**src/rtl/memory_access_stage.sv**
```systemverilog
// MEM stage: turns EX/MEM loads/stores into req/ack data-memory accesses and fills MEM/WB.
// Latency: non-memory ops 1 cycle; memory ops = ack wait cycles + 1 (aborts after TIMEOUT_CYCLES).
// Backpressure: combinational stall holds upstream from issue until the ack or timeout cycle.
module memory_access_stage #(
    parameter int unsigned TIMEOUT_CYCLES = 255
) (
    input  logic        clk,
    input  logic        reset,
    input  logic        valid_ex_mem,
    input  logic [31:0] alu_result_ex_mem,
    input  logic [31:0] write_data_ex_mem,
    input  logic [4:0]  write_register_ex_mem,
    input  logic        ctrl_memRead_ex_mem,
    input  logic        ctrl_memWrite_ex_mem,
    input  logic        ctrl_regWrite_ex_mem,
    input  logic        ctrl_memToReg_ex_mem,
    output logic        mem_req,
    output logic        mem_we,
    output logic [31:0] mem_addr,
    output logic [31:0] mem_wdata,
    input  logic [31:0] mem_rdata,
    input  logic        mem_ack,
    output logic        stall,
    output logic        valid_mem_wb,
    output logic [31:0] read_data_mem_wb,
    output logic [31:0] alu_result_mem_wb,
    output logic [4:0]  write_register_mem_wb,
    output logic        ctrl_regWrite_mem_wb,
    output logic        ctrl_memToReg_mem_wb,
    output logic        misaligned_exc,
    output logic        bus_error
);

    typedef enum logic {IDLE, WAIT} state_t;

    typedef struct packed {
        logic        valid;
        logic [31:0] read_data;
        logic [31:0] alu_result;
        logic [4:0]  write_register;
        logic        reg_write;
        logic        mem_to_reg;
    } mem_wb_t;

    localparam logic [7:0] TIMEOUT_LAST = 8'(TIMEOUT_CYCLES - 1);

    state_t     state, state_nxt;
    mem_wb_t    mem_wb_q;
    logic [7:0] wait_cnt;
    logic       memop, aligned, start, timeout;
    logic       lat_load, lat_reg_write, lat_mem_to_reg;
    logic [4:0] lat_write_register;

    assign memop   = valid_ex_mem & (ctrl_memRead_ex_mem | ctrl_memWrite_ex_mem);
    assign aligned = (alu_result_ex_mem[1:0] == 2'b00);
    assign start   = (state == IDLE) & memop & aligned;
    // Ack has priority over timeout when both land in the same WAIT cycle.
    assign timeout = (state == WAIT) & ~mem_ack & (wait_cnt == TIMEOUT_LAST);
    assign mem_req = (state == WAIT);

    always_ff @(posedge clk or negedge reset) begin
        if (!reset) state <= IDLE;
        else        state <= state_nxt;
    end

    always_comb begin
        state_nxt = state;
        stall     = 1'b0;
        case (state)
            IDLE: begin
                if (start) begin
                    state_nxt = WAIT;
                    stall     = 1'b1;
                end
            end
            WAIT: begin
                if (mem_ack || timeout) state_nxt = IDLE;
                else                    stall     = 1'b1;
            end
            default: state_nxt = IDLE;
        endcase
    end

    always_ff @(posedge clk or negedge reset) begin
        if (!reset) begin
            mem_wb_q           <= '0;
            wait_cnt           <= 8'd0;
            mem_we             <= 1'b0;
            mem_addr           <= 32'd0;
            mem_wdata          <= 32'd0;
            lat_load           <= 1'b0;
            lat_reg_write      <= 1'b0;
            lat_mem_to_reg     <= 1'b0;
            lat_write_register <= 5'd0;
            misaligned_exc     <= 1'b0;
            bus_error          <= 1'b0;
        end else begin
            misaligned_exc <= 1'b0;
            bus_error      <= 1'b0;
            case (state)
                IDLE: begin
                    wait_cnt <= 8'd0;
                    if (start) begin
                        mem_addr           <= alu_result_ex_mem;
                        mem_wdata          <= write_data_ex_mem;
                        mem_we             <= ctrl_memWrite_ex_mem;
                        lat_load           <= ctrl_memRead_ex_mem & ~ctrl_memWrite_ex_mem;
                        lat_reg_write      <= ctrl_regWrite_ex_mem;
                        lat_mem_to_reg     <= ctrl_memToReg_ex_mem;
                        lat_write_register <= write_register_ex_mem;
                        mem_wb_q           <= '0;
                    end else if (memop) begin
                        mem_wb_q       <= '0;
                        misaligned_exc <= 1'b1;
                    end else if (valid_ex_mem) begin
                        mem_wb_q.valid          <= 1'b1;
                        mem_wb_q.read_data      <= 32'd0;
                        mem_wb_q.alu_result     <= alu_result_ex_mem;
                        mem_wb_q.write_register <= write_register_ex_mem;
                        mem_wb_q.reg_write      <= ctrl_regWrite_ex_mem;
                        mem_wb_q.mem_to_reg     <= ctrl_memToReg_ex_mem;
                    end else begin
                        mem_wb_q <= '0;
                    end
                end
                WAIT: begin
                    if (mem_ack) begin
                        mem_wb_q.valid          <= 1'b1;
                        mem_wb_q.read_data      <= lat_load ? mem_rdata : 32'd0;
                        mem_wb_q.alu_result     <= mem_addr;
                        mem_wb_q.write_register <= lat_write_register;
                        mem_wb_q.reg_write      <= lat_reg_write;
                        mem_wb_q.mem_to_reg     <= lat_mem_to_reg;
                    end else if (timeout) begin
                        mem_wb_q  <= '0;
                        bus_error <= 1'b1;
                    end else if (wait_cnt != 8'hFF) begin
                        wait_cnt <= wait_cnt + 8'd1;
                    end
                end
                default: ;
            endcase
        end
    end

    assign valid_mem_wb          = mem_wb_q.valid;
    assign read_data_mem_wb      = mem_wb_q.read_data;
    assign alu_result_mem_wb     = mem_wb_q.alu_result;
    assign write_register_mem_wb = mem_wb_q.write_register;
    assign ctrl_regWrite_mem_wb  = mem_wb_q.reg_write;
    assign ctrl_memToReg_mem_wb  = mem_wb_q.mem_to_reg;

endmodule

```
**config.mk**
```make
export PLATFORM = sky130hd
export DESIGN_NAME = memory_access_stage
export DESIGN_NICKNAME = d
export VERILOG_FILES = /design/src/rtl/memory_access_stage.sv
export SDC_FILE = /design/constraint.sdc
export NUM_CORES = 1
export LEC_CHECK = 0
export ABC_CLOCK_PERIOD_IN_PS = 1700
export BUFFER_PORTS_ARGS = -buffer_cell sky130_fd_sc_hd__buf_2
export CORE_ASPECT_RATIO = 0.8
export CORE_MARGIN = 5
export CORE_UTILIZATION = 30
export DETAILED_ROUTE_END_ITERATION = 16
export GPL_TIMING_DRIVEN = 0
export SYNTH_ARGS = -nofsm -noshare
export SYNTH_HDL_FRONTEND = slang
export SYNTH_SLANG_ARGS = --single-unit
```
**constraint.sdc**
```tcl
create_clock -name clk -period 1.7 [get_ports clk]
set_input_delay 0.255 -clock clk [delete_from_list [all_inputs] [get_ports clk]]
set_output_delay 0.255 -clock clk [all_outputs]
set_load 0.02 [all_outputs]
```
# ---- Yosys cells after proc, flatten, opt, wreduce, memory -nomap -nowiden
# Index checks and enable logic that the tools add are counted.
dict set report word_totals {
  out_inout_bits 141
  reg_bits 156
}
dict set report classes {
  mux 20
  n_reduce_logical 4
  bitwise 10
  n_eq_ne 6
  n_addsub 1
}
# op count
set ops {}
lappend ops {{$mux 72} 5}
lappend ops {{$pmux 72 s2} 1}
lappend ops {{$mux 32} 1}
lappend ops {{$mux 8} 3}
lappend ops {{$pmux 8 s2} 1}
lappend ops {{$add 8x1->8 const B} 1}
lappend ops {{$eq 8x8->1 const B} 1}
lappend ops {{$mux 1} 8}
lappend ops {{$ne 8x8->1 const B} 1}
lappend ops {{$and 1x1->1} 6}
lappend ops {{$ne 2x2->1 const B} 2}
lappend ops {{$ne 3x2->1 const B} 1}
lappend ops {{$not 1->1} 3}
lappend ops {{$reduce_and 3->1} 1}
lappend ops {{$logic_not 2->1} 1}
lappend ops {{$ne 2x1->1 const B} 1}
lappend ops {{$pmux 1 s2} 1}
lappend ops {{$reduce_and 2->1} 1}
lappend ops {{$logic_or 1x1->1} 1}
lappend ops {{$or 1x1->1} 1}

# ---- Logic depth before layout (Yosys ltp)
# Gate-level depths: netlist of run 1.
dict set report logic_depth {
  word_depth 6
  ltp_mapped 5
  ltp_nobuf 5
}

# ---- Worst setup path after synthesis of run 1
# OpenSTA, ideal clock, no wires.
dict set report synth_timing {
  path_type {reg-to-output}
  startpoint {register wait_cnt[5]}
  endpoint {output port stall}
  t_required_ns 1.445
  path_buffers 2
  stages_incl_launch_ff 6
  setup_slack_ns -0.029
  t_arrival_ns 1.474
  cell_sequence {dfrtp_1 > and4_1 > buf_4 > a41oi_4 > buf_2 > or2_2}
}
dict set report synth_between {
  elab_chain_len 5
}
# item line_no
set synth_lines {}
lappend synth_lines {{start: declaration} 49} ;# logic [7:0] wait_cnt;
lappend synth_lines {{start signal: assignment} 138} ;# wait_cnt <= wait_cnt + 8'd1;
lappend synth_lines {{$eq 8x8->1} 58} ;# assign timeout = (state == WAIT) & ~mem_ack & (wait_cnt == TIMEOUT_LAST);
lappend synth_lines {{$and 1x1->1} 58}
lappend synth_lines {{$logic_or 1x1->1} 77} ;# if (mem_ack || timeout) state_nxt = IDLE;
lappend synth_lines {{$mux 1} 77}
lappend synth_lines {{$pmux 1 s2} 69} ;# case (state)
lappend synth_lines {{end: declaration} 23} ;# output logic stall,
# Every way passes these cells.

# ---- Worst setup path after layout of run 1
dict set report layout_timing {
  startpoint {register wait_cnt[0]}
  endpoint {output port stall}
}
# Same word-level chain as after synthesis.

==> impl_metrics.csv, run 1 <==
group,metric,value,unit
placement,dp_cells,950,
logic_synthesis,yosysSeqAreaShare,0.629,
detailed_routing,wl_per_cell,19.4,um
logic_synthesis,synth-edff-count,0,
worst_setup_path,slowest_delay,0.39,ns
logic_synthesis,synthesis.area,6210,sq um
final_layout,drive_gt1_frac,0.555,
floorplanning,ios,250,
run_status,outcome,"finished, violations left",
floorplanning,fp.dieArea,23700,sq um
logic_synthesis,synth_compound_area_frac,0.128,
sta,worstMarginPinSlew,0.576,ns
run_status,violations,"negative setup slack",
detailed_routing,drt-pass1-iter-count,7,
logic_synthesis,synthMuxAreaShare,0.132,
logic_synthesis,synth-simple-area-share,0.0738,
logic_synthesis,synth_ff_type,"dfrtp_1",
logic_synthesis,synth_cells,431,
logic_synthesis,ys_seq_elements,156,
worst_setup_path,worstPathCellList,"inv_1, ha_4, a41oi_4, buf_6, or2_4, buf_6",
logic_synthesis,mappedNetlistNets,542,
final_layout,syn_to_final_growth,48.6,%
final_layout,final_area,9230,sq um
run,max-cap-violations,0,
sta,fin_skew,0.0102,ns
sta,slew_headroom,0.616,
logic_synthesis,synth_top_area_share,0.629,
global_routing,gr-total-overflow,0,
logic_synthesis,synthTopCellsByCount,"156 x dfrtp_1, 66 x mux2_2, 40 x and3_1",
logic_synthesis,synth_xor_area_frac,0,
global_routing,grt_pass1_vias,5083,
sta,final.setup.tns,-3.87,ns
worst_setup_path,cpMaxStageDelayCell,"dfrtp_1",
cts,root_buffer,"clkbuf_16",
logic_synthesis,yosys-top-cells-area,"dfrtp_1 63%, mux2_2 12%, a221o_1 6.3%",
logic_synthesis,yosysMostFrequentCell,"dfrtp_1",
sta,setup_violations,52,
detailed_routing,drc,0,
placement,place.gp.congestion,0.782,
sta,layout_min_cycle_time,2.00,ns
cts,clock-sinks,156,
placement,dp_hpwl,13300,um
final_layout,fin_cells,1010,
logic_synthesis,yosysWarnings,0,
sta,period_share,1.17,
power_and_ir_drop,power.density,1170,nW/um^2
final_layout,nets,838,
worst_setup_path,cp_max_fo,3,
cts,cts_buffers,17,
detailed_routing,routed_via_density,4.81,
worst_setup_path,reg2reg_depth,9,
worst_setup_path,cpMostUsedCell,"buf_6",
sta,fin_ws,-0.296,ns
global_routing,antenna_found_initial,1,
cts,cts_htree_levels,4,
logic_synthesis,synth_adder_area_share,0.00403,
sta,report.final.slew_viol_count,0,
sta,hold_viol,0,
logic_synthesis,ys_types,35,
placement,place_area,7830,sq um
power_and_ir_drop,vdd_ir_drop_max,609,uV
global_routing,grt_pass1_wl,29500,um
worst_setup_path,startpoint_type,"flop",
detailed_routing,finalWirelength,19600,um
cts,clkTransAtPathRegs,0.06,ns
detailed_routing,drt_iter0_drc,261,
sta,fmax,501,MHz
worst_hold_path,hold_depth,2,
placement,port_buffers,249,
floorplanning,rows,47,
global_routing,grt_max_degree,85,
worst_setup_path,criticalPathCategory,"flop to primary output",
logic_synthesis,yosysTopAreaCell,"dfrtp_1",
floorplanning,die_w,171,um
cts,cts_tree,"done",
cts,clk_path_buf_depth,2,
power_and_ir_drop,leakage,0.00487,uW
final_layout,post-route-util,0.449,
detailed_routing,num_vias,4857,
worst_setup_path,crit_arrival,1.74,ns
detailed_routing,drtAntennaViolNets,0,
worst_setup_path,worstPathRequired,1.44,ns
logic_synthesis,async_reset_ff_frac,1.00,
sta,rsz0062_at_grt,"true",
floorplanning,start_util,0.303,
worst_setup_path,cp-end-kind,"primary output",
logic_synthesis,synth.avg_cell_area,14.4,sq um
cts,clock_latency,0.42,ns
logic_synthesis,synth_top_family_by_area,"multiplexers",
worst_hold_path,hold_class,"input port to flop",
global_routing,grt_use_total,0.159,
floorplanning,die_h,139,um
floorplanning,core,20500,sq um
==> cells by family after synthesis <==
logic type / count (synthesis)
muxes: 73
and+or+nand+nor: 75
buffers and inverters: 39
DFF: 156
AOI/OAI and AO/OA: 86
adders and majority gates: 2
==> cell type report <==
| class | count | area [sq um] |
|---|---|---|
| diodes | 1 | 2.50 |
| flip-flops and latches | 156 | 3910 |
| plain buffers | 36 | 338 |
| inverters | 2 | 7.51 |
| multi-input cells | 236 | 2360 |
| repair buffers | 278 | 1650 |
| well taps | 269 | 337 |
| clock inverters | 13 | 164 |
| clock buffers | 19 | 453 |
| fillers | 1921 | 11300 |
==> power by group <==
part | internal, uW | switching [uW] | leakage (uW)
clock | 2400 | 1590 | 0.000300
combinational | 1080 | 1260 | 0.00255
sequential | 4220 | 294 | 0.00201
total | 7700 | 3140 | 0.00487
==> cell usage in the layout, fill, tap and decap left out, types with 3 or more instances in the layout <==
master / count
nor2b_1: 4
buf_6: 11
mux2_1: 3
a22o_1: 32
buf_2: 251
a221o_1: 39
and3_1: 40
buf_4: 13
clkbuf_1: 10
buf_8: 7
clkbuf_16: 23
mux2i_1: 4
nor2_1: 4
mux2_4: 54
bufinv_16: 3
clkinv_4: 3
mux2_2: 12
nand2_1: 8
clkinv_2: 3
nand4b_1: 3
clkbuf_4: 4
o21ai_0: 4
buf_12: 7
nand2b_1: 4
dfrtp_1: 155
==> worst paths after layout <==
path | endpoint | slack [ns] | start
max in group asynchronous | read_data_mem_wb[28] | 0.49 | reset
min reg2reg | mem_wdata[8] | 0.48 | mem_wdata[8]
max | stall | -0.30 | wait_cnt[0]
min in group asynchronous | mem_addr[15] | 0.37 | reset
min | read_data_mem_wb[10] | 0.05 | mem_rdata[10]
max reg2reg | mem_wdata[0] | -0.18 | mem_req
==> metal layers <==
metal | vias up | global-route usage | routed length [um]
met5 | - | 0 | 13
met4 | 2 | 0.0354 | 161
met3 | 13 | 0.0624 | 1520
met2 | 150 | 0.242 | 9000
met1 | 2454 | 0.215 | 8920
li1 | 2238 | - | -
==> per-stage QoR <==
stage / hold WS (ns) / worst slack (ns) / power [uW]
2_1_floorplan: -0.0406 / 0.00304 / 5700
4_1_cts: 0.0183 / -0.352 / 10700
5_1_grt: 0.0168 / -0.390 / 11400
3_5_place_dp: 0.253 / -0.431 / 6610
3_3_place_gp: 0.464 / -2.13 / 6570
6_report: 0.0484 / -0.296 / 10800
==> repair_timing <==
item	CTS	global route
gates resized for setup	29	102
endpoints found under the setup margin	150	137
gates cloned	0	6
hold buffers	1	0
hold endpoints to repair	72	0
setup buffers	14	7
pin swaps	4	5
==> worst max-delay path, delay by kind of cell (launching register included) <==
family / cells / cell delay [ns]
adders and majority gates: 1 / 0.18
DFF: 1 / 0.39
and+or+nand+nor: 1 / 0.23
buffers and inverters: 3 / 0.40
AOI/OAI and AO/OA: 1 / 0.14
No activity file was read; power rests on OpenSTA's default activity.
==> run 2: changes to the inputs <==
Settings changed: ABC_CLOCK_PERIOD_IN_PS 1700 to 2300.
Clock period 1.7 ns to 2.3 ns, I/O delays scaled along.
==> run 2 against run 1 <==
The flow now finishes without violations. Count of clock-buffer cells in the layout is 1 lower. Global-route usage shrank 0.40 points. Wire length shrank 7.0%. Via count fell by 3.0%. Sequential cell count unchanged.
==> impl_metrics.csv, run 2 (synthesized netlist as in run 1, its figures left out) <==
group,metric,value,unit
run_status,outcome,"completed",
cts,root_buffer,"clkbuf_16",
detailed_routing,wl_per_cell,18.4,um
floorplanning,rows,47,
sta,hold_viol,0,
sta,report.final.slew_viol_count,0,
detailed_routing,finalWirelength,18200,um
sta,rsz0062_at_grt,"false",
detailed_routing,drt-pass1-iter-count,4,
worst_hold_path,hold_class,"input port to flop",
global_routing,gr-total-overflow,0,
worst_setup_path,cp-end-kind,"primary output",
worst_setup_path,reg2reg_depth,6,
worst_setup_path,cp_max_fo,5,
worst_setup_path,crit_arrival,1.86,ns
placement,place_area,7830,sq um
cts,clock-sinks,156,
floorplanning,die_h,139,um
power_and_ir_drop,power.density,916,nW/um^2
worst_setup_path,regToRegSetupSlack,0.28,ns
floorplanning,die_w,171,um
global_routing,grt_pass1_vias,4943,
power_and_ir_drop,leakage,0.00450,uW
detailed_routing,drt_iter0_drc,212,
detailed_routing,routed_via_density,4.76,
placement,port_buffers,249,
final_layout,layout_commonest_cell,"buf_2",
worst_setup_path,worstPathRequired,1.96,ns
floorplanning,fp.dieArea,23700,sq um
detailed_routing,num_vias,4711,
sta,final.setup.tns,0,ns
placement,place.gp.congestion,0.750,
detailed_routing,drtAntennaViolNets,0,
sta,fmax,454,MHz
power_and_ir_drop,vdd_ir_drop_max,457,uV
final_layout,nets,819,
cts,cts_tree,"done",
final_layout,final_cell_mix,"252 x buf_2, 156 x dfrtp_1, 66 x mux2_2",
worst_setup_path,criticalPathCategory,"flop to primary output",
sta,layout_min_cycle_time,2.20,ns
sta,period_share,0.957,
floorplanning,ios,250,
global_routing,grt_pass1_wl,28700,um
cts,clk_path_buf_depth,2,
global_routing,grt_max_degree,80,
placement,dp_hpwl,13000,um
global_routing,antenna_found_initial,1,
cts,cts_htree_levels,4,
sta,fin_skew,0.0109,ns
run,max-cap-violations,0,
final_layout,num_antenna_cells,0,
detailed_routing,drc,0,
cts,clkTransAtPathRegs,0.06,ns
global_routing,grt_use_total,0.155,
final_layout,drive_gt1_frac,0.524,
sta,worstMarginPinSlew,0.634,ns
sta,setup_violations,0,
final_layout,final_area,8570,sq um
worst_setup_path,startpoint_type,"flop",
sta,slew_headroom,0.578,
floorplanning,core,20500,sq um
worst_hold_path,hold_depth,2,
cts,cts_buffers,17,
floorplanning,start_util,0.303,
final_layout,syn_to_final_growth,38.1,%
cts,clock_latency,0.42,ns
run 2: cell count changes in the layout (fill, tap and decap cells not counted), moves of 3 or more:
cell,before,now
mux2_2,12,66
mux2_4,54,0
clkbuf_1,10,18
buf_12,7,0
buf_8,7,1
clkbuf_16,23,17
clkbuf_4,4,0
buf_6,11,8
run 2: power by group:
| part | switching [uW] | internal (uW) | total, uW | leakage, uW |
|---|---|---|---|---|
| logic | 887 | 622 | 1510 | 0.00218 |
| clock network | 1180 | 1850 | 3030 | 0.000306 |
| registers | 202 | 3120 | 3320 | 0.00201 |
run 2: area by class of cell:
cell class              instances  area, sq um
clock buffers                  18          439
multi-input cells             236         2120
plain buffers                  36          213
inverters                       2         7.51
repair buffers                259         1360
fillers                      1978        12000
clock inverters                14          194
flip-flops and latches        156         3900
well taps                     269          337
run 2: critical path: stages (launching register included):
cell and delay [ns]:
dfrtp_1 0.40, and4_1 0.22, buf_6 0.12, a41oi_4 0.13, buf_6 0.14, or2_2 0.28
buf_6 0.14
run 2: timing repair:
| item | in CTS | in global routing |
|---|---|---|
| setup buffers | 5 | 3 |
| pin swaps | 2 | 1 |
| setup endpoints to repair | 54 | 1 |
| hold buffers | 1 | 0 |
| hold endpoints to repair | 78 | 0 |
| resized for setup | 8 | 3 |
run 2: per-stage QoR:
stage | utilization | hold WS [ns] | setup slack [ns] | total power, uW | std cells
6_report | 0.418 | 0.139 | 0.0994 | 7850 | 990
5_1_grt | 0.418 | 0.115 | 0.00706 | 8250 | 990
4_1_cts | 0.416 | 0.110 | 0.0234 | 7990 | 987
3_5_place_dp | 0.381 | 0.370 | -0.169 | 4890 | 950
3_3_place_gp | 0.380 | 0.464 | -1.63 | 4850 | 949
2_1_floorplan | - | 0.0494 | 0.481 | 4210 | 431
run 2: layer usage:
| metal | vias up | GRT usage | share of wire |
|---|---|---|---|
| li1 | 2202 | - | - |
| met1 | 2334 | 0.207 | 0.45 |
| met2 | 148 | 0.238 | 0.46 |
| met3 | 25 | 0.0570 | 0.075 |
| met4 | 2 | 0.0421 | 0.018 |
| met5 | - | 0 | 0.00038 |
run 2: final timing paths:
kind | start | to
worst min-delay path | mem_rdata[15] | read_data_mem_wb[15]
worst max-delay path | wait_cnt[4] | stall
worst max register to register | mem_req | mem_addr[17]
worst min register to register | mem_wdata[7] | mem_wdata[7]
max in group asynchronous | reset | read_data_mem_wb[6]
min in group asynchronous | reset | alu_result_mem_wb[17]
==> run 3: changes to the inputs <==
Settings changed: ABC_CLOCK_PERIOD_IN_PS 2300 to 1850.
Clock period 2.3 ns to 1.85 ns, I/O delays scaled along.
==> run 3 against run 2 <==
The flow now finishes with violations (negative setup slack). Wire length rose by 0.80%. Hold slack got worse by 0.069 ns. Design area rose by 1.0%. Clock skew barely moved. Sequential share of layout area fell by 0.45 points. Critical path type unchanged. Largest cell class unchanged.
==> impl_metrics.csv, run 3 (synthesized netlist as in run 1, its figures left out) <==
group,metric,value,unit
worst_setup_path,crit_arrival,1.64,ns
worst_setup_path,cp-end-kind,"primary output",
sta,period_share,1.04,
sta,slew_headroom,0.579,
detailed_routing,drt_iter0_drc,198,
sta,setup_violations,1,
power_and_ir_drop,leakage,0.00456,uW
sta,layout_min_cycle_time,1.92,ns
placement,port_buffers,249,
worst_hold_path,hold_class,"input port to flop",
power_and_ir_drop,power.density,1130,nW/um^2
worst_setup_path,worstPathRequired,1.57,ns
placement,dp_hpwl,13000,um
power_and_ir_drop,pwr-share-comb,0.193,
worst_setup_path,startpoint_type,"flop",
global_routing,grt_pass1_vias,4993,
floorplanning,rows,47,
run,max-cap-violations,0,
floorplanning,start_util,0.303,
sta,fin_skew,0.0111,ns
cts,root_buffer,"clkbuf_16",
placement,dp_slack,-0.552,ns
global_routing,gr-total-overflow,0,
final_layout,final_cell_mix,"252 x buf_2, 155 x dfrtp_1, 66 x mux2_2",
floorplanning,core,20500,sq um
global_routing,antenna_found_initial,1,
worst_setup_path,criticalPathCategory,"flop to primary output",
cts,clk_path_buf_depth,2,
power_and_ir_drop,vdd_ir_drop_max,567,uV
sta,hold_viol,0,
detailed_routing,wl_per_cell,18.5,um
global_routing,grt_use_total,0.156,
detailed_routing,routed_via_density,4.77,
final_layout,num_antenna_cells,0,
cts,cts_buffers,17,
sta,worstMarginPinSlew,0.632,ns
cts,cts_htree_levels,4,
final_layout,final_area,8660,sq um
cts,clock_latency,0.42,ns
run_status,outcome,"finished, violations left",
worst_setup_path,cp_max_fo,3,
sta,fmax,521,MHz
sta,report.final.slew_viol_count,0,
cts,clkTransAtPathRegs,0.06,ns
floorplanning,die_h,139,um
final_layout,drive_gt1_frac,0.543,
floorplanning,die_w,171,um
detailed_routing,drtAntennaViolNets,0,
final_layout,layout_commonest_cell,"buf_2",
placement,place_area,7830,sq um
sta,fin_ws,-0.0705,ns
placement,place.gp.congestion,0.750,
power_and_ir_drop,p_int,6960,uW
cts,cts_tree,"done",
power_and_ir_drop,swShare,0.289,
final_layout,syn_to_final_growth,39.5,%
global_routing,grt_pass1_wl,29000,um
detailed_routing,num_vias,4746,
sta,rsz0062_at_grt,"true",
power_and_ir_drop,netSwitchingPower,2830,uW
final_layout,nets,825,
power_and_ir_drop,clkPwrFrac,0.385,
floorplanning,ios,250,
detailed_routing,drc,0,
sta,hold_slack,0.0700,ns
run_status,violations,"negative setup slack",
detailed_routing,drt-pass1-iter-count,4,
floorplanning,fp.dieArea,23700,sq um
cts,clock-sinks,156,
detailed_routing,finalWirelength,18400,um
global_routing,grt_max_degree,80,
final_layout,fillers,1975,
power_and_ir_drop,seqPwrFrac,0.421,
==> run 3: cell count changes in the layout (fill, tap and decap cells not counted), sizes merged <==
cell  previous run  this run
buf            276       282
==> run 3: what timing repair did <==
item,in CTS,in global routing
resized for setup,26,7
pin swaps,4,4
hold buffers,1,0
endpoints found under the hold margin,78,0
endpoints found under the setup margin,145,93
buffers inserted,12,2
==> run 3: per-layer routing <==
metal  global-route usage  routed length, um  part of all wire  up-vias
li1                     -                  -                 -     2218
met3               0.0570               1420             0.077       25
met1                0.209               8180              0.44     2346
met2                0.240               8440              0.46      155
met4               0.0421                334             0.018        2
met5                    0                  7           0.00038        -
==> run 3: final timing paths <==
check	start	endpoint	slack [ns]	cells past startpoint
max	wait_cnt[5]	stall	-0.07	5
max in group asynchronous	reset	read_data_mem_wb[6]	0.64	3
min in group asynchronous	reset	alu_result_mem_wb[17]	0.41	2
max reg2reg	mem_req	mem_wdata[5]	0.07	6
min	mem_rdata[15]	read_data_mem_wb[15]	0.07	2
min reg2reg	mem_wdata[7]	mem_wdata[7]	0.49	1
==> run 3: critical path, stage by stage (launching register included) <==
cell,delay (ns)
dfrtp_1,0.38
and4_1,0.21
buf_6,0.12
a41oi_4,0.24
or2_4,0.16
buf_6,0.11
==> run 3: area by class of cell <==
cell class	count	area, sq um	area share
flip-flops and latches	156	3910	0.451
multi-input cells	236	2130	0.246
repair buffers	265	1410	0.162
clock buffers	18	439	0.0507
well taps	269	337	0.0389
plain buffers	36	245	0.0283
clock inverters	14	194	0.0224
inverters	2	7.51	0.000867
==> run 3: power by group through the flow <==
stage,Combinational [uW],Sequential [uW],Clock [uW]
after global placement,1860,4170,0
after floorplan,538,4690,0
final,1890,4120,3770
after CTS,1930,4120,3890
after detailed placement,1890,4180,0
after global routing,2040,4190,4040
==> run 3: stage by stage <==
step / std cells / power [uW] / utilization / setup TNS [ns]
2_1_floorplan: 431 / 5230 / - / 0
3_3_place_gp: 949 / 6030 / 0.380 / -347.72
3_5_place_dp: 950 / 6080 / 0.381 / -38.06
4_1_cts: 995 / 9950 / 0.422 / -6.02
5_1_grt: 996 / 10300 / 0.422 / -1.42
6_report: 996 / 9780 / 0.422 / -0.0705
